[config.mk]
export PLATFORM = sky130hd
export DESIGN_NAME = instr_block_memory
export DESIGN_NICKNAME = d
export VERILOG_FILES = /design/src/rtl/instr_block_memory.sv
export SDC_FILE = /design/constraint.sdc
export NUM_CORES = 2
export LEC_CHECK = 0
export ABC_AREA = 1
export BUFFER_PORTS_ARGS = -buffer_cell sky130_fd_sc_hd__buf_4
export CAP_MARGIN = 0
export CORE_MARGIN = 2
export CORE_UTILIZATION = 35
export DETAILED_ROUTE_END_ITERATION = 16
export SETUP_SLACK_MARGIN = 0.2
export SYNTH_ARGS = -nofsm -noshare
export SYNTH_HDL_FRONTEND = slang
export SYNTH_SLANG_ARGS = --single-unit
[constraint.sdc]
create_clock -name clk -period 2.1 [get_ports clk]
set_input_delay 0.42 -clock clk [delete_from_list [all_inputs] [get_ports clk]]
set_output_delay 0.42 -clock clk [all_outputs]
set_load 0.02 [all_outputs]
[src/rtl/instr_block_memory.sv]
// Line-organised instruction/data store: byte-lane write port, combinational read, per-line valid, refill sequencer.
// Latency: reads are 0 cycles (combinational); writes and fill beats land on the rising edge; fill_done pulses the cycle after the last beat.
// Backpressure: the fill port has none; the sequencer simply waits through fill_valid gaps, and access writes to the line being filled are dropped.
module instr_block_memory #(
  parameter int lines     = 16,
  parameter int blocksize = 4,
  parameter int setbits   = $clog2(lines),
  parameter int wordbits  = $clog2(blocksize)
) (
  input  logic                clk,
  input  logic                reset,
  input  logic                we,
  input  logic [3:0]          be,
  input  logic [31:0]         wd,
  input  logic [setbits-1:0]  set,
  input  logic [wordbits-1:0] word,
  output logic [31:0]         rd,
  output logic                valid,
  input  logic                fill_start,
  input  logic [setbits-1:0]  fill_set,
  input  logic                fill_valid,
  input  logic [31:0]         fill_wd,
  output logic                fill_busy,
  output logic                fill_done
);

  typedef enum logic {IDLE, FILL} state_t;

  state_t              state;
  logic [setbits-1:0]  fset;
  logic [wordbits-1:0] cnt;
  logic [lines-1:0]    vbit;

  // Four independent byte lanes so a partial write touches only its enabled bytes.
  logic [7:0] lane [4][lines][blocksize];

  logic fill_accept;
  logic fill_beat;
  logic last_beat;
  logic acc_drop;
  logic acc_wr;

  // A fill_start only counts when the sequencer is idle; one arriving mid-fill is ignored.
  assign fill_accept = (state == IDLE) && fill_start;
  assign fill_beat   = (state == FILL) && fill_valid;
  assign last_beat   = fill_beat && (cnt == wordbits'(blocksize - 1));

  // Access writes must not race the refill: the line in flight, or the line being
  // claimed this very edge, is off-limits to the processor.
  assign acc_drop = ((state == FILL) && (set == fset)) || (fill_accept && (set == fill_set));
  assign acc_wr   = we && !acc_drop;

  assign rd        = {lane[3][set][word], lane[2][set][word], lane[1][set][word], lane[0][set][word]};
  assign valid     = vbit[set];
  assign fill_busy = (state == FILL);

  // Data array update: access-port byte writes and full-word refill beats (never the same line).
  always_ff @(posedge clk) begin
    for (int l = 0; l < 4; l++) begin
      if (acc_wr && be[l]) begin
        lane[l][set][word] <= wd[8*l +: 8];
      end
      if (fill_beat) begin
        lane[l][fset][cnt] <= fill_wd[8*l +: 8];
      end
    end
  end

  // Refill sequencer: latches the target line, counts beats, pulses fill_done after the last one.
  always_ff @(posedge clk or posedge reset) begin
    if (reset) begin
      state     <= IDLE;
      fset      <= '0;
      cnt       <= '0;
      fill_done <= 1'b0;
    end else begin
      fill_done <= last_beat;
      case (state)
        IDLE: begin
          if (fill_start) begin
            fset  <= fill_set;
            cnt   <= '0;
            state <= FILL;
          end
        end
        FILL: begin
          if (fill_valid) begin
            cnt <= cnt + wordbits'(1);
            if (last_beat) begin
              state <= IDLE;
            end
          end
        end
        default: state <= IDLE;
      endcase
    end
  end

  // Line valid bits: invalidated when a refill claims the line, set once its last word lands.
  always_ff @(posedge clk or posedge reset) begin
    if (reset) begin
      vbit <= '0;
    end else if (fill_accept) begin
      vbit[fill_set] <= 1'b0;
    end else if (last_beat) begin
      vbit[fset] <= 1'b1;
    end
  end

endmodule
==> run_summary.xml <==
<?xml version="1.0" encoding="UTF-8"?>
<metrics>
  <group name="place">
    <metric name="dpl-instance-area" unit="mm2">0.129</metric>
    <metric name="placement.io_buffers" unit="">117</metric>
    <metric name="place.detailed.hpwl" unit="um">296000</metric>
    <metric name="place_congestion" unit="">0.940</metric>
  </group>
  <group name="synthesis">
    <metric name="seq_area_frac_synth" unit="">0.560</metric>
    <metric name="syn_nets" unit="">14200</metric>
    <metric name="netlist_instances" unit="">14100</metric>
    <metric name="post-synth-top-area-fraction" unit="">0.555</metric>
    <metric name="syn_area_per_cell" unit="um2">7.88</metric>
    <metric name="synth_top_cells_by_area" unit="">sky130_fd_sc_hd__edfxtp_1 55%, sky130_fd_sc_hd__nand2_1 26%, sky130_fd_sc_hd__o21ai_0 7.6%, sky130_fd_sc_hd__clkbuf_1 2.2%, sky130_fd_sc_hd__buf_2 1.8%</metric>
    <metric name="synth_top_cell_by_area" unit="">sky130_fd_sc_hd__edfxtp_1</metric>
    <metric name="synth.cell_area" unit="mm2">0.111</metric>
    <metric name="yosys.cell_count.top_type" unit="">sky130_fd_sc_hd__nand2_1</metric>
    <metric name="yosys_warnings" unit="">0</metric>
    <metric name="ys.flop_type" unit="">sky130_fd_sc_hd__edfxtp_1</metric>
    <metric name="async_flop_share" unit="">0.0116</metric>
    <metric name="synth_commonest_cells" unit="">7751 x sky130_fd_sc_hd__nand2_1, 2048 x sky130_fd_sc_hd__edfxtp_1, 1681 x sky130_fd_sc_hd__o21ai_0, 654 x sky130_fd_sc_hd__clkbuf_1, 403 x sky130_fd_sc_hd__buf_2</metric>
    <metric name="synth_edf_count" unit="">2048</metric>
    <metric name="synth_cell_type_count" unit="">30</metric>
    <metric name="yosys_register_bits" unit="">2072</metric>
  </group>
  <group name="cells_and_area">
    <metric name="area.sequential" unit="mm2">0.0621</metric>
    <metric name="design_area" unit="mm2">0.141</metric>
    <metric name="post-route-util" unit="">0.447</metric>
    <metric name="multi_input_area" unit="mm2">0.0455</metric>
    <metric name="drive_gt1_frac" unit="">0.177</metric>
    <metric name="number_of_nets_in_the_finished_design" unit="">14600</metric>
    <metric name="total_of_fill_cells_in_the_finished_design" unit="">29900</metric>
    <metric name="synthToLayoutAreaGrowth" unit="%">26.9</metric>
  </group>
  <group name="critical_path">
    <metric name="reg2reg_from" unit="">fill_busy</metric>
    <metric name="timing.reg2reg.setup_slack" unit="ps">-210</metric>
    <metric name="arrival" unit="ps">2680</metric>
    <metric name="endpoint_kind" unit="">output port</metric>
    <metric name="path_class" unit="">in -&gt; out</metric>
    <metric name="critical_path.startpoint_type" unit="">input port</metric>
    <metric name="worst-endpoint-required" unit="ps">1680</metric>
    <metric name="worst_r2r_path_depth" unit="">14</metric>
    <metric name="setup_crit_start" unit="">set[3]</metric>
    <metric name="timing.critical_path.fanout_max" unit="">18</metric>
    <metric name="r2r-end" unit="">lane[3][59]</metric>
  </group>
  <group name="floorplanning">
    <metric name="floorplan.die.height" unit="um">567</metric>
    <metric name="cell_rows" unit="">206</metric>
    <metric name="floorplan.die.width" unit="um">567</metric>
    <metric name="top_level_port_count" unit="">118</metric>
    <metric name="design.die.area" unit="mm2">0.321</metric>
    <metric name="floorplan.initialDensity" unit="">0.352</metric>
    <metric name="coreArea" unit="mm2">0.315</metric>
  </group>
  <group name="run">
    <metric name="cap_viol_max_count" unit="">0</metric>
  </group>
  <group name="sta">
    <metric name="final_worst_setup_slack" unit="ps">-1000</metric>
    <metric name="setup_total_negative_slack" unit="ps">-199890</metric>
    <metric name="finalCritPeriodShare" unit="">1.48</metric>
    <metric name="hold_ws" unit="ps">56.4</metric>
    <metric name="fmax" unit="GHz">0.322</metric>
    <metric name="maxSlewViolCount" unit="">0</metric>
    <metric name="fin_skew" unit="ps">37.3</metric>
    <metric name="setup_repair_after_global_routing_missed_its_margin" unit="">true</metric>
    <metric name="setup_viol_count_final" unit="">2103</metric>
    <metric name="report.final.hold_viol_count" unit="">0</metric>
    <metric name="slew_headroom" unit="">0.286</metric>
    <metric name="tightestPinTransition" unit="ps">1070</metric>
    <metric name="layout_min_cycle_time" unit="ps">3100</metric>
  </group>
  <group name="clock_network">
    <metric name="cts-buffers-inserted" unit="">229</metric>
    <metric name="clkLatencyLatePin" unit="ps">900</metric>
    <metric name="clkSlewWorstSetupHoldPaths" unit="ps">60</metric>
    <metric name="max-clock-path-buffers" unit="">4</metric>
    <metric name="cts-root-buf" unit="">sky130_fd_sc_hd__clkbuf_16</metric>
    <metric name="numClockSinks" unit="">2072</metric>
    <metric name="h-tree-depth" unit="">4</metric>
    <metric name="cts_tree" unit="">done</metric>
  </group>
  <group name="route">
    <metric name="routed_wirelength" unit="um">434000</metric>
    <metric name="drc_errors" unit="">0</metric>
    <metric name="via_count" unit="">99300</metric>
    <metric name="drt_pre_antenna_iters" unit="">7</metric>
    <metric name="route.detailed.vias_per_inst" unit="">5.27</metric>
    <metric name="detail_route.iter0.violations" unit="">12700</metric>
    <metric name="post_route_antenna_net_violation_count" unit="">0</metric>
    <metric name="wl_per_cell" unit="um">23.0</metric>
  </group>
  <group name="grt">
    <metric name="grt_overflow_total" unit="">0</metric>
    <metric name="grt_antenna_before_repair" unit="">26</metric>
    <metric name="grt_pass1_vias" unit="">90500</metric>
    <metric name="gr-usage-all-layers" unit="">0.259</metric>
    <metric name="grt_max_degree" unit="">65</metric>
    <metric name="grt_first_pass_wirelength" unit="um">621000</metric>
  </group>
  <group name="power_and_ir_drop">
    <metric name="cellPowerDensity" unit="mW/mm2">756</metric>
    <metric name="ir_drop" unit="V">0.000701</metric>
    <metric name="static-leakage-power" unit="nW">62.2</metric>
  </group>
  <group name="min_path">
    <metric name="worst_hold_startpoint" unit="">wd[9]</metric>
    <metric name="hold_path.class" unit="">in -&gt; reg</metric>
    <metric name="worst_hold_path.num_cells" unit="">3</metric>
    <metric name="min_to" unit="">lane[1][329]</metric>
  </group>
  <group name="outcome">
    <metric name="violated_checks" unit="">negative setup slack</metric>
    <metric name="run_status" unit="">complete, but fails checks</metric>
  </group>
</metrics>
==> stage by stage <==
stage                     setup slack, ps  power, mW  std cells
after floorplan                      38.2       57.0      14100
after global placement               -980       65.0      18300
after detailed placement             -972       65.3      18300
after CTS                           -1050        106      18800
after global routing                -1010        110      18800
final                               -1000        106      18800
==> how the worst max path moves through the flow <==
stage	end	cells after the start
floorplan	rd[31]	15
global placement	rd[7]	16
detailed placement	rd[7]	16
CTS	rd[8]	12
global route	rd[8]	12
finish	rd[8]	14
==> flip-flops by register name, summed over array words and instances (netlist names) <==
| name | flops |
|---|---|
| lane | 2048 |
| vbit | 16 |
| fset | 4 |
| cnt | 2 |
| fill_busy | 1 |
| fill_done | 1 |
==> where the power goes <==
group,switching (mW),internal (mW)
logic,11.8,6.91
clock network,17.3,22.6
registers,0.433,47.4
==> cell families (layout without fill, tap and decap cells) <==
| group | count (synthesis) | after routing | share of synthesized area |
|---|---|---|---|
| AO/OA/AOI/OAI | 2084 | 2084 | 0.0943 |
| XOR/XNOR | 1 | 1 | 0.0000790 |
| flip-flops | 2072 | 2072 | 0.560 |
| adder cells (fa/ha/maj) | 4 | 4 | 0.000451 |
| buffers and inverters | 1438 | 2035 | 0.0542 |
| AND/OR/NAND/NOR | 8467 | 8467 | 0.291 |
| other | 0 | 10 | 0 |
==> per-layer routing <==
metal / global-route usage / part of all wire
met5: 0 / 0
met4: 0.129 / 0.055
met3: 0.0386 / 0.10
met2: 0.406 / 0.45
met1: 0.350 / 0.39
==> critical path, stage by stage <==
cell and delay, ps:
sky130_fd_sc_hd__buf_4 230, sky130_fd_sc_hd__inv_1 210, sky130_fd_sc_hd__nor2_4 270, sky130_fd_sc_hd__buf_12 240, sky130_fd_sc_hd__buf_12 200, sky130_fd_sc_hd__buf_4 140, sky130_fd_sc_hd__nand2_1 50, sky130_fd_sc_hd__nand2_1 120
sky130_fd_sc_hd__nor2_4 50, sky130_fd_sc_hd__nor2_1 150, sky130_fd_sc_hd__nor2_1 80, sky130_fd_sc_hd__nand2_2 230, sky130_fd_sc_hd__buf_12 150, sky130_fd_sc_hd__buf_8 100
==> area by class of cell <==
| cell class | count | share of cell area |
|---|---|---|
| sequential | 2072 | 0.441 |
| clock buffer | 278 | 0.0422 |
| inverter | 95 | 0.00287 |
| tap | 4160 | 0.0370 |
| timing repair buffer | 1529 | 0.144 |
| clock inverter | 132 | 0.00851 |
| antenna | 10 | 0.000178 |
| timing repair inverter | 1 | 0.0000800 |
| multi-input combinational | 10600 | 0.324 |
==> timing repair <==
action,in CTS,in global routing
hold endpoints to repair,208,0
pin swaps,208,234
hold buffers,43,0
setup endpoints to repair,2895,3976
setup buffers,36,25
gates cloned,12,26
gates resized for setup,414,438
==> placed cells by master (no fill, tap or decap), types with 4 or more instances in the layout <==
cell                               n
sky130_fd_sc_hd__nand2_1        7191
sky130_fd_sc_hd__edfxtp_1       2048
sky130_fd_sc_hd__o21ai_0        1678
sky130_fd_sc_hd__buf_4           770
sky130_fd_sc_hd__buf_12          584
sky130_fd_sc_hd__nand2_2         458
sky130_fd_sc_hd__o21ai_1         389
sky130_fd_sc_hd__nor2_1          284
sky130_fd_sc_hd__clkbuf_16       254
sky130_fd_sc_hd__nand3_1         247
sky130_fd_sc_hd__nand2_4         100
sky130_fd_sc_hd__nor2_2           89
sky130_fd_sc_hd__buf_6            65
sky130_fd_sc_hd__clkinv_1         52
sky130_fd_sc_hd__clkbuf_1         48
sky130_fd_sc_hd__inv_1            46
sky130_fd_sc_hd__inv_2            45
sky130_fd_sc_hd__nor2_4           45
sky130_fd_sc_hd__clkinv_2         44
sky130_fd_sc_hd__dlygate4sd3_1    43
sky130_fd_sc_hd__nand3_2          32
sky130_fd_sc_hd__buf_16           26
sky130_fd_sc_hd__dfrtp_1          24
sky130_fd_sc_hd__bufinv_16        22
sky130_fd_sc_hd__buf_8            12
sky130_fd_sc_hd__diode_2          10
sky130_fd_sc_hd__nand3_4          10
sky130_fd_sc_hd__clkinvlp_4        7
sky130_fd_sc_hd__a22oi_2           5
sky130_fd_sc_hd__bufbuf_16         5
sky130_fd_sc_hd__nand2_8           4
sky130_fd_sc_hd__a21oi_1           4
sky130_fd_sc_hd__ha_1              4
(Power assumes the default switching activity.)
